==> src/rtl/button_move_ctrl.sv <==
// button_move_ctrl: synchronises and debounces four raw push-buttons and turns
// each clean press into one move command for the 2048 core (valid/ready).
// Direction encoding: 00 up, 01 down, 10 left, 11 right.
// Optional feature macro: BTN_REPEAT_EN (auto-repeat while the button is held).
module button_move_ctrl #(
    parameter int unsigned DB_CYCLES     = 500000,
    parameter int unsigned CNT_W         = 20,
    parameter int unsigned REPEAT_CYCLES = 12500000
) (
    input  logic       clk,
    input  logic       clr,
    input  logic       up_button,
    input  logic       down_button,
    input  logic       left_button,
    input  logic       right_button,
    input  logic       move_ready,
    output logic       move_valid,
    output logic [1:0] move_dir
);

    typedef enum logic [1:0] {StIdle, StValid, StRelease} state_e;

    // Bit order matches direction code: 0 up, 1 down, 2 left, 3 right.
    logic [3:0]       w_raw;
    logic [3:0]       r_sync1;
    logic [3:0]       r_sync2;
    logic [3:0]       r_b;
    logic [3:0]       r_b_d;
    logic [CNT_W-1:0] r_cnt [4];
    logic [3:0]       w_press;
    logic [1:0]       w_win_dir;
    logic [3:0]       w_dir_onehot;
    state_e           r_state;
    logic             r_valid;
    logic [1:0]       r_dir;
`ifdef BTN_REPEAT_EN
    logic [23:0]      r_rep;
`endif

    assign w_raw        = {right_button, left_button, down_button, up_button};
    assign w_press      = r_b & ~r_b_d;
    assign w_dir_onehot = 4'b0001 << r_dir;
    assign move_valid   = r_valid;
    assign move_dir     = r_dir;

    // Two-flop synchroniser, one per button.
    always_ff @(posedge clk) begin
        if (clr) begin
            r_sync1 <= 4'b0;
            r_sync2 <= 4'b0;
        end else begin
            r_sync1 <= w_raw;
            r_sync2 <= r_sync1;
        end
    end

    // Debouncers: the stable level flips only after DB_CYCLES mismatched cycles in a row.
    always_ff @(posedge clk) begin
        if (clr) begin
            r_b   <= 4'b0;
            r_b_d <= 4'b0;
            for (int i = 0; i < 4; i++) r_cnt[i] <= '0;
        end else begin
            r_b_d <= r_b;
            for (int i = 0; i < 4; i++) begin
                if (r_sync2[i] == r_b[i]) begin
                    r_cnt[i] <= '0;
                end else if (r_cnt[i] == CNT_W'(DB_CYCLES - 1)) begin
                    r_b[i]   <= r_sync2[i];
                    r_cnt[i] <= '0;
                end else begin
                    r_cnt[i] <= r_cnt[i] + 1'b1;
                end
            end
        end
    end

    // Fixed-priority pick among simultaneous presses: up > down > left > right.
    always_comb begin
        w_win_dir = 2'd3;
        if (w_press[0])      w_win_dir = 2'd0;
        else if (w_press[1]) w_win_dir = 2'd1;
        else if (w_press[2]) w_win_dir = 2'd2;
    end

    // Move FSM with registered valid/dir; one physical press yields one move.
    always_ff @(posedge clk) begin
        if (clr) begin
            r_state <= StIdle;
            r_valid <= 1'b0;
            r_dir   <= 2'd0;
`ifdef BTN_REPEAT_EN
            r_rep   <= 24'd0;
`endif
        end else begin
            case (r_state)
                StIdle: begin
                    if (|w_press) begin
                        r_dir   <= w_win_dir;
                        r_valid <= 1'b1;
                        r_state <= StValid;
                    end
                end
                StValid: begin
                    if (move_ready) begin
                        r_valid <= 1'b0;
                        r_state <= StRelease;
`ifdef BTN_REPEAT_EN
                        r_rep   <= 24'd0;
`endif
                    end
                end
                StRelease: begin
                    if (r_b == 4'b0) begin
                        r_state <= StIdle;
`ifdef BTN_REPEAT_EN
                    end else if (!(|(r_b & w_dir_onehot)) ||
                                 (|(w_press & ~w_dir_onehot))) begin
                        // Issuing button let go, or another button joined in.
                        r_rep <= 24'd0;
                    end else if (r_rep == 24'(REPEAT_CYCLES - 1)) begin
                        r_rep   <= 24'd0;
                        r_valid <= 1'b1;
                        r_state <= StValid;
                    end else begin
                        r_rep <= r_rep + 24'd1;
`endif
                    end
                end
                default: begin
                    r_state <= StIdle;
                    r_valid <= 1'b0;
                end
            endcase
        end
    end

endmodule
==> config.mk <==
export PLATFORM = sky130hd
export DESIGN_NAME = button_move_ctrl
export DESIGN_NICKNAME = d
export VERILOG_FILES = /design/src/rtl/button_move_ctrl.sv
export SDC_FILE = /design/constraint.sdc
export NUM_CORES = 1
export LEC_CHECK = 0
export BUFFER_PORTS_ARGS = -buffer_cell sky130_fd_sc_hd__buf_2
export CAP_MARGIN = 20
export CORE_UTILIZATION = 50
export DETAILED_ROUTE_END_ITERATION = 10
export MAX_ROUTING_LAYER = met4
export PLACE_DENSITY = 0.68
export SETUP_SLACK_MARGIN = 0.02
export SLEW_MARGIN = 10
export SYNTH_ARGS = -nofsm -noshare
export SYNTH_HDL_FRONTEND = slang
export SYNTH_SLANG_ARGS = --single-unit
==> constraint.sdc <==
create_clock -name clk -period 4.3 [get_ports clk]
set_clock_uncertainty 0.2 [all_clocks]
set_input_delay 0.43 -clock clk [delete_from_list [all_inputs] [get_ports clk]]
set_output_delay 0.43 -clock clk [all_outputs]
set_load 0.005 [all_outputs]
==> metrics.md, run 1 <==
| Metric | Value |
|---|---|
| Drt initial violations | 89 |
| Crit share post-route | between 60% and 70% |
| Post-route DRC violation count | 0 |
| Core Area | between 9000 and 10,000 um^2 |
| Top cell type by total area after synthesis | edfxtp_1 |
| Hold_buf cts | 0 |
| Clk_lat worst skew | 0.36 ns |
| Num CTS Buffers | 9 |
| Maximum VDD drop | 0.170 mV |
| Pin count of the biggest net entering global routing | 27 |
| Worst EP arrival | between 2 and 3 ns |
| Post-Syn Area | 5230 um^2 |
| Internal power | approximately 1.4 mW |
| Final core utilization | about three fifths |
| Starting density of the core | a little over half |
| Rel. slew slack | 48.8% |
| HP Class | in -> reg |
| Layout cells sized above 1 | ~6.4% |
| H-tree Lvls | 3 |
| Max cap viols | 0 |
| Post-synth top area share | between 40 and 50% |
| Chip width | between 100 and 150 um |
| Buf+Inv Stages, Crit Path | 0 |
| Area growth syn-to-layout | 12.6% |
| Tot Pwr | about 1.8 mW |
| GPL Wtd Cong | between 0.8 and 0.9 |
| Status | complete, no violations |
| Fill count | roughly 860 |
| Post-synth EDFFs | 80 |
| Register cell area after layout | between 2000 and 3000 um^2 |
| Worst slew pin tran | 0.759 ns |
| Pwr dens | 308 nW/um^2 |
| Sw Share | between 20% and 30% |
| CTS tree | done |
| Multi-input logic area | 2600 um^2 |
| Die Ht | ~100 um |
| Setup crit start kind | flop |
| Critical path class | reg -> reg |
| Seq/Total Area, Yosys | a little over half |
| RSZ-0062 raised after global routing | false |
| Num ports | 10 |
| Clock share of power | ~34% |
| Setup Buffers After CTS | 0 |
| Port Buffers | 9 |
| CP Depth | 5 |
| Drt pass-1 iters | 6 |
| Placement-stage cell area | ~5700 um^2 |
| Family with the most delay on the worst path | simple AND/OR/NAND/NOR gates |
| Vias in the first global route | ~3.5k |
| Design area | around 5900 um^2 |
| DPL Wire Length | 6.25 mm |
| Syn avg cell area | approximately 10 um^2 |
| Critical path endpoint category | flop |
| Number of vias per cell | 5.17 |
| DR vias | around 3.8k |
| YS warnings | 0 |
| Worst stage delay on the critical path | about 0.63 ns |
| DRT antenna net count | 0 |
| First-pass GRT wire length | approximately 16 mm |
| Cell Rows | 36 |
| # diodes | 0 |
| GRT Overall Usage | about 18% |
| Maximum clock frequency | between 300 and 400 MHz |
| Wire per inst | between 10 and 15 um |
| Placed Cells | 711 |
| Clock transition at path regs | ~0.09 ns |
| Final-report max-slew violation count | 0 |
| Required @ worst endpoint | about 4.2 ns |
| Psw | ~0.40 mW |
| Nets | 600 |
| Post-Route WL | between 8 and 9 mm |
| Root Driver | clkbuf_8 |
| Die area | about 11,000 um^2 |
| Clock Sinks | between 100 and 150 |
| Flops & latches, synth | 101 |
| Initial antenna violation count | 0 |
| Ranking of synthesized cells by area | edfxtp_1 46%, dfxtp_1 8.0%, nor2_1 4.9% |
| CTS resizes | 0 |
| Fin. Hold Viols | 0 |
| Sequential share of power | between 60% and 70% |
| Hold depth | 2 |
| Prevailing post-synth register cell | edfxtp_1 |
| Post-Synthesis Cells | approximately 500 |
| Grt total ovfl | 0 |
| Period minus WS final | approximately 2.7 ns |
| Cell breakdown of the critical path | ha_1 > nand4_1 > or4_1 > o21bai_2 > nor2_1 |
| Leakage power | approximately 2 nW |
| Combinational power share | just over 4% |
| Setup Viol. Count Final | 0 |
| Final setup TNS | 0 ns |
| Final Non-Filler Cells | between 700 and 800 |
| Worst path slowest cell | o21bai_2 |
| Crit Path Max Fanout | 18 |
| Clk buf depth | 2 |
| Ys async rst share | 0% |
| Synth unique cells | between 40 and 50 |
| R2r worst-path depth | 5 |
==> synth_stat cells, types with 7 or more instances <==
| library cell | number |
|---|---|
| or4_1 | 13 |
| nor2_1 | 68 |
| o21ai_0 | 19 |
| or3_1 | 15 |
| nand4_1 | 23 |
| edfxtp_1 | 80 |
| clkbuf_1 | 7 |
| nand3_1 | 23 |
| nor3_1 | 13 |
| and4_1 | 8 |
| inv_1 | 12 |
| xnor2_1 | 26 |
| nand2_1 | 31 |
| nor2b_1 | 20 |
| nor4_1 | 9 |
| dfxtp_1 | 21 |
| xor2_1 | 27 |
| o31ai_1 | 8 |
| a21oi_1 | 26 |
==> through the flow <==
stage | setup WS (ns) | hold slack [ns]
finish | 1.65 | 0.0774
global route | 1.46 | 0.0849
CTS | 1.62 | 0.0561
detailed placement | 1.64 | 0.249
global placement | 1.70 | 0.218
floorplan | 1.95 | 0.214
==> cell usage in the layout (no fill, tap or decap), types with 2 or more instances in the layout <==
cell / n
edfxtp_1: 80
conb_1: 80
nor2_1: 68
nand2_1: 31
xor2_1: 27
xnor2_1: 26
a21oi_1: 26
nand4_1: 23
nand3_1: 23
dfxtp_1: 21
nor2b_1: 20
o21ai_0: 19
or3_1: 15
or4_1: 13
nor3_1: 13
inv_1: 12
clkbuf_8: 10
nor4_1: 9
buf_2: 9
and4_1: 8
o31ai_1: 8
and3_1: 6
nand2b_1: 5
ha_1: 4
nor4b_1: 3
mux2_2: 3
nand4b_1: 3
clkinv_2: 3
or4b_1: 2
and2_1: 2
clkbuf_16: 2
==> area by class of cell <==
type                       count  share of cell area [%]
timing repair buffer          10                   0.892
inverter                      12                   0.765
clock inverter                 3                   0.255
multi-input combinational    455                    44.1
sequential                   101                    47.9
clock buffer                  13                    3.25
tap                          133                    2.82
==> power by group through the flow <==
stage	logic [mW]	registers, mW	clock network [mW]
after floorplan	0.0637	1.14	0
after global placement	0.0724	1.15	0
after detailed placement	0.0732	1.15	0
after CTS	0.0739	1.13	0.635
after global routing	0.0880	1.14	0.661
final	0.0752	1.13	0.613
==> kinds of logic (layout without fill, tap and decap cells) <==
logic type      after synthesis  in the layout  share of synthesized area, %
buf+inv                      25             38                          2.03
flops                       101            101                          54.0
other cells                   1             80                        0.0717
compound gates               62             62                          7.08
fa+ha+maj                     4              4                         0.957
simple gates                253            253                          26.4
xor+xnor                     53             53                          8.88
mux                           3              3                         0.646
==> routing by layer <==
metal / part of all wire [%] / global-route usage, % / up-vias
li1: - / - / 1949
met1: 52 / 23.6 / 1761
met2: 45 / 27.5 / 34
met3: 1.9 / 2.44 / 12
met4: 1.6 / 7.96 / 0
met5: 0 / - / -
==> state kept, by name, summed over array words and instances (netlist names) <==
name        cells
r_sync1         4
r_cnt          80
r_b_d           4
r_sync2         4
move_dir        2
r_state         2
r_b             4
move_valid      1
==> worst register-to-register path: cells and delay by family, from the launching register on <==
family	cells	cell delay [ns]
and+or+nand+nor	3	0.91
AOI/OAI and AO/OA	1	0.63
DFF	1	0.39
adders and majority gates	1	0.24
==> worst paths after layout <==
kind	end	startpoint	slack, ns
min reg2reg	r_sync2[0]	r_sync1[0]	0.25
max	r_cnt[3][10]	r_cnt[3][0]	1.65
min	r_sync1[1]	down_button	0.08
max reg2reg	r_cnt[3][10]	r_cnt[3][0]	1.65
Power figures use the tool's default switching activity.
==> run 2: changes to the inputs <==
Settings changed: ABC_AREA from default to 1, PLACE_DENSITY 0.68 to 0.7.
Clock period 4.3 ns to 2.3 ns, I/O delays scaled along.
==> metrics.md, run 2 <==
| Metric | Value |
|---|---|
| Post-synth EDFFs | 80 (unchanged) |
| Die area | 12,200 um^2 (was 10,900 um^2) |
| Post-Synthesis Cells | 734 (was 502) |
| Vias in the first global route | 4,454 (was 3,524) |
| Post-synth top area share | 40.9% (was 45.9%) |
| YS warnings | 0 (unchanged) |
| Drt pass-1 iters | 5 (was 6) |
| Crit share post-route | 86.7% (was 61.7%) |
| Period minus WS final | 1.99 ns (was 2.65 ns) |
| Ranking of synthesized cells by area | edfxtp_1 41%, nand2_1 11%, nor2_1 10% (was edfxtp_1 46%, dfxtp_1 8.0%, nor2_1 4.9%) |
| GPL Wtd Cong | 0.955 (was 0.816) |
| Leakage power | 2.60 nW (was 2.00 nW) |
| RSZ-0062 raised after global routing | false (unchanged) |
| Largest register FFs | 80 (unchanged) |
| Nets | 843 (was 600) |
| Setup crit start kind | flop (unchanged) |
| Final setup TNS | 0 ns (unchanged) |
| First-pass GRT wire length | 19.1 mm (was 15.5 mm) |
| Clk buf depth | 2 (unchanged) |
| Num CTS Buffers | 9 (unchanged) |
| Drt initial violations | 313 (was 89) |
| H-tree Lvls | 3 (unchanged) |
| Pin count of the biggest net entering global routing | 20 (was 27) |
| Hold_buf cts | 5 (was 0) |
| Fin. Hold Viols | 0 (unchanged) |
| Maximum VDD drop | 0.403 mV (was 0.170 mV) |
| Setup Viol. Count Final | 0 (unchanged) |
| Die Ht | 110 um (was 104 um) |
| Critical path class | reg -> reg (unchanged) |
| Layout cells sized above 1 | 9.32% (was 6.40%) |
| Crit Path Max Fanout | 19 (was 18) |
| Pwr dens | 608 nW/um^2 (was 308 nW/um^2) |
| DPL Wire Length | 8.42 mm (was 6.25 mm) |
| Core Area | 11,400 um^2 (was 9950 um^2) |
| Most frequent cells after synthesis | 165 x nand2_1, 164 x nor2_1, 80 x edfxtp_1, 80 x inv_1, 44 x nand3_1 (was 80 x edfxtp_1, 68 x nor2_1, 31 x nand2_1, 27 x xor2_1) |
| Final-report max-slew violation count | 0 (unchanged) |
| Clk_lat worst skew | 0.35 ns (was 0.36 ns) |
| Wire per inst | 11.4 um (was 12.2 um) |
| Critical path endpoint category | flop (unchanged) |
| Starting density of the core | 51.4% (was 52.5%) |
| # diodes | 0 (unchanged) |
| Final core utilization | 59.0% (was 59.2%) |
| Most common cell after layout, fill and taps aside | nand2_1 |
| Root Driver | clkbuf_16 (was clkbuf_8) |
| Most frequent cells in the layout | 165 x nand2_1, 164 x nor2_1, 80 x inv_1, 80 x edfxtp_1, 80 x conb_1 (was 80 x edfxtp_1, 80 x conb_1, 68 x nor2_1) |
| Ys async rst share | 0% (unchanged) |
| Setup Buffers After CTS | 0 (unchanged) |
| Num ports | 10 (unchanged) |
| DRT antenna net count | 0 (unchanged) |
| Cell Rows | 39 (was 36) |
| Synth unique cells | 34 (was 48) |
| Top cell type by total area after synthesis | edfxtp_1 (unchanged) |
| Number of vias per cell | 4.86 (was 5.17) |
| HP Class | in -> reg (unchanged) |
| Grt total ovfl | 0 (unchanged) |
| GRT Overall Usage | 20.7% (was 17.9%) |
| DR vias | 4,763 (was 3,756) |
| Prevailing post-synth register cell | edfxtp_1 (unchanged) |
| CTS tree | done (unchanged) |
| Count leader, synth | nand2_1 (was edfxtp_1) |
| Area growth syn-to-layout | 14.7% (was 12.6%) |
| CTS resizes | 0 (unchanged) |
| Pre-CTS setup slack | 0.315 ns (was 1.64 ns) |
| Initial antenna violation count | 0 (unchanged) |
| Port Buffers | 9 (unchanged) |
| Clock Sinks | 101 (unchanged) |
| Largest Register | r_cnt (unchanged) |
| Max cap viols | 0 (unchanged) |
| Post-Syn Area | 5870 um^2 (was 5230 um^2) |
| Syn avg cell area | 8.00 um^2 (was 10.4 um^2) |
| Status | complete, no violations (unchanged) |
| Required @ worst endpoint | 2.19 ns (was 4.19 ns) |
| Clock transition at path regs | 0.07 ns (was 0.09 ns) |
| Flops & latches, synth | 101 (unchanged) |
| Chip width | 110 um (was 104 um) |
| Post-Route WL | 11.2 mm (was 8.84 mm) |
| Final setup margin | 0.306 ns (was 1.65 ns) |
| Maximum clock frequency | 502 MHz (was 377 MHz) |
| Post-route DRC violation count | 0 (unchanged) |
| Worst EP arrival | 1.88 ns (was 2.54 ns) |
| Seq/Total Area, Yosys | 48.1% (was 54.0%) |
run 2: changes by cell type after synthesis, moves of 9 or more:
cell / before / now
a21oi_1: 26 / 37
nand2_1: 31 / 165
nor2_2: 0 / 18
inv_1: 12 / 80
nor2_1: 68 / 164
nor4_1: 9 / 0
xnor2_1: 26 / 10
nand3_1: 23 / 44
nor3_1: 13 / 4
nor2b_1: 20 / 0
or4_1: 13 / 0
or3_1: 15 / 0
run 2: cell families after synthesis:
logic type      count (synthesis)  synth area share (%)
fa+ha+maj                       4                 0.852
simple gates                  447                  34.2
compound gates                 62                  5.88
xor+xnor                       30                  4.47
flops                         101                  48.1
buf+inv                        89                  6.48
other cells                     1                0.0639
run 2: area by class of cell:
class,instances,area [um^2]
fillers,1041,4680
multi-input cells,623,2970
flip-flops and latches,101,2820
inverters,83,312
clock buffers,12,289
well taps,143,179
repair buffers,14,95.1
clock inverters,4,73.8
run 2: through the flow:
stage          std cells  hold slack (ns)  power [mW]  cell area (um^2)
2_1_floorplan        813           0.0991        2.28              6170
3_3_place_gp         959            0.192        2.32              6320
3_5_place_dp         959            0.199        2.33              6320
4_1_cts              980           0.0232        4.13              6740
5_1_grt              980           0.0447        4.25              6740
6_report             980           0.0230        4.10              6740
run 2: path summary, 6_finish.rpt:
kind,start,to,slack (ns),cells after the start
worst min-delay path,clr,r_b_d[1],0.02,2
worst min register to register,r_sync1[0],r_sync2[0],0.20,2
worst max-delay path,r_cnt[2][0],r_cnt[2][10],0.31,6
worst max register to register,r_cnt[2][0],r_cnt[2][10],0.31,6
run 2: power breakdown:
part | switching [mW] | internal [mW]
sequential | 0.0765 | 2.04
combinational | 0.124 | 0.0644
clock | 0.680 | 1.12
run 2: worst max-delay path, cell delays in order (launching register included):
cell and delay (ns):
edfxtp_1 0.38, ha_1 0.19, nand3_1 0.16, nor2_1 0.19, nand3_1 0.16, nand2_2 0.34
nor2_1 0.10
run 2: routing by layer:
layer	vias up	GRT usage [%]	wire length [um]
met2	92	34.2	5250
met4	0	9.49	237
met5	-	-	0
met3	18	2.94	372
met1	2159	25.0	5300
li1	2494	-	-
==> run 3: changes to the inputs <==
Settings changed: CTS_BUF_LIST from default to sky130_fd_sc_hd__clkbuf_8 sky130_fd_sc_hd__clkbuf_16, PLACE_DENSITY 0.7 to default, PLACE_DENSITY_LB_ADDON from default to 0.25.
==> metrics.md, run 3 (same netlist as run 2, synthesis figures left out) <==
| Metric | Value |
|---|---|
| Post-route DRC violation count | 0 (unchanged) |
| Drt pass-1 iters | 6 (was 5) |
| Worst EP arrival | 1.90 ns (was 1.88 ns) |
| Crit share post-route | 87.3% (was 86.7%) |
| GRT Overall Usage | 20.9% (was 20.7%) |
| Placement-stage cell area | 6330 um^2 (was 6320 um^2) |
| Clk buf depth | 2 (unchanged) |
| H-tree Lvls | 3 (unchanged) |
| CTS tree | done (unchanged) |
| M1 WL | 5.50 mm (was 5.30 mm) |
| Psw | 0.856 mW (was 0.881 mW) |
| Design area | 6670 um^2 (was 6740 um^2) |
| Vias in the first global route | 4,442 (was 4,454) |
| Pre-CTS setup slack | 0.301 ns (was 0.315 ns) |
| Most frequent cells in the layout | 165 x nand2_1, 164 x nor2_1, 84 x inv_1 (was 165 x nand2_1, 164 x nor2_1, 80 x inv_1, 80 x edfxtp_1, 80 x conb_1) |
| Crit Path Max Fanout | 19 (unchanged) |
| Core Area | 11,400 um^2 (unchanged) |
| DR WL met3 | 343 um (was 372 um) |
| Nets | 844 (was 843) |
| Area growth syn-to-layout | 13.6% (was 14.7%) |
| Worst reg2reg setup slack | 0.29 ns (was 0.31 ns) |
| DRT antenna net count | 0 (unchanged) |
| Buf+Inv Stages, Crit Path | 0 (unchanged) |
| Routed met2 length | 5.19 mm (was 5.25 mm) |
| Sequential share of power | 55.4% (was 51.6%) |
| Drt initial violations | 262 (was 313) |
| Initial antenna violation count | 0 (unchanged) |
| Starting density of the core | 51.4% (unchanged) |
| Cell Rows | 39 (unchanged) |
| Combinational power share | 5.0% (was 4.6%) |
| Die area | 12,200 um^2 (unchanged) |
| Maximum VDD drop | 0.372 mV (was 0.403 mV) |
| Clock share of power | 39.6% (was 43.8%) |
| Required @ worst endpoint | 2.19 ns (about the same) |
| # diodes | 0 (unchanged) |
| Register cell area after layout | 2820 um^2 (unchanged) |
| Setup Viol. Count Final | 0 (unchanged) |
| Top sig layer | met4 (unchanged) |
| Period minus WS final | 2.01 ns (was 1.99 ns) |
| Layout cells sized above 1 | 8.95% (was 9.32%) |
| HP Class | in -> reg (unchanged) |
| Pin count of the biggest net entering global routing | 20 (unchanged) |
| Clock transition at path regs | 0.07 ns (about the same) |
| Final setup margin | 0.292 ns (was 0.306 ns) |
| Worst path slowest cell | edfxtp_1 (unchanged) |
| Fin. Hold Viols | 0 (unchanged) |
| Chip width | 110 um (unchanged) |
| Num ports | 10 (unchanged) |
| Clk_lat worst skew | 0.36 ns (was 0.35 ns) |
| Cell breakdown of the critical path | ha_1 > nand3_1 > nor2_1 > nand3_1 > nand2_2 > nor2_1 (unchanged) |
| Wire per inst | 11.5 um (was 11.4 um) |
| Port Buffers | 9 (unchanged) |
| Number of vias per cell | 4.83 (was 4.86) |
| Critical path endpoint category | flop (unchanged) |
| Maximum clock frequency | 498 MHz (was 502 MHz) |
| GPL Wtd Cong | 0.899 (was 0.955) |
| Setup crit start kind | flop (unchanged) |
| RSZ-0062 raised after global routing | false (unchanged) |
| DPL Wire Length | 8.48 mm (was 8.42 mm) |
| Setup Buffers After CTS | 0 (unchanged) |
| Internal power | 2.96 mW (was 3.22 mW) |
| Critical path class | reg -> reg (unchanged) |
| Final-report max-slew violation count | 0 (unchanged) |
| Tot Pwr | 3.81 mW (was 4.10 mW) |
| CTS resizes | 0 (unchanged) |
| Final setup TNS | 0 ns (unchanged) |
| Leakage power | 2.59 nW (was 2.60 nW) |
| Die Ht | 110 um (unchanged) |
| Post-Route WL | 11.2 mm (about the same) |
| Grt total ovfl | 0 (unchanged) |
| DR vias | 4,737 (was 4,763) |
| Largest Register | r_cnt (unchanged) |
| Max cap viols | 0 (unchanged) |
| Pwr dens | 572 nW/um^2 (was 608 nW/um^2) |
| Fill count | 1,044 (was 1,041) |
| Num CTS Buffers | 9 (unchanged) |
| Most common cell after layout, fill and taps aside | nand2_1 (unchanged) |
| Family with the most delay on the worst path | simple AND/OR/NAND/NOR gates (unchanged) |
| Root Driver | clkbuf_16 (unchanged) |
| Worst stage delay on the critical path | 0.38 ns (about the same) |
| Sw Share | 22.4% (was 21.5%) |
| Multi-input logic area | 2970 um^2 (unchanged) |
| Status | complete, no violations (unchanged) |
| Clock Sinks | 101 (unchanged) |
| First-pass GRT wire length | 19.5 mm (was 19.1 mm) |
| Largest register FFs | 80 (unchanged) |
[run 3: cell count changes in the layout (fill, tap and decap cells not counted), sizes merged]
cell and delta:
inv +4, clkbuf -2, buf +1, bufinv -1
clkinv -1
[run 3: area by class of cell]
class	instances	area share [%]
well taps	143	2.68
inverters	83	4.67
flip-flops and latches	101	42.3
multi-input cells	623	44.5
clock inverters	6	0.750
repair buffers	15	1.54
clock buffers	10	3.58
[run 3: power groups by stage]
stage	logic, mW	clock network [mW]	registers [mW]
floorplan	0.153	0	2.13
global placement	0.174	0	2.15
detailed placement	0.178	0	2.15
CTS	0.186	1.55	2.11
global route	0.222	1.61	2.12
finish	0.189	1.51	2.11
[run 3: path summary, 6_finish.rpt]
| kind | startpoint | endpoint | cells after the start |
|---|---|---|---|
| worst max-delay path | r_cnt[2][0] | r_cnt[2][4] | 6 |
| worst min-delay path | clr | r_sync1[3] | 2 |
| worst max register to register | r_cnt[2][0] | r_cnt[2][4] | 6 |
| worst min register to register | r_sync1[2] | r_sync2[2] | 2 |
[run 3: metrics by stage]
step	hold WS, ns	std cells	util (%)
global route	0.0278	981	58.4
detailed placement	0.199	960	55.4
floorplan	0.0991	813	-
finish	0.0135	981	58.4
CTS	0.0165	981	58.4
global placement	0.191	960	55.4
[run 3: timing repair]
action | in CTS | in global routing
hold endpoints to repair | 5 | 0
hold buffers | 5 | 0
endpoints found under the setup margin | 0 | 0
[run 3: metal layers]
metal	GRT usage, %	up-vias
li1	-	2499
met1	27.1	2158
met2	32.6	64
met3	3.82	16
met4	8.08	0
met5	-	-
[run 3: worst reg2reg max path, cell delays in order (launching register included)]
cell and delay, ns:
edfxtp_1 0.38, ha_1 0.20, nand3_1 0.18, nor2_1 0.20
nand3_1 0.16, nand2_2 0.33, nor2_1 0.10
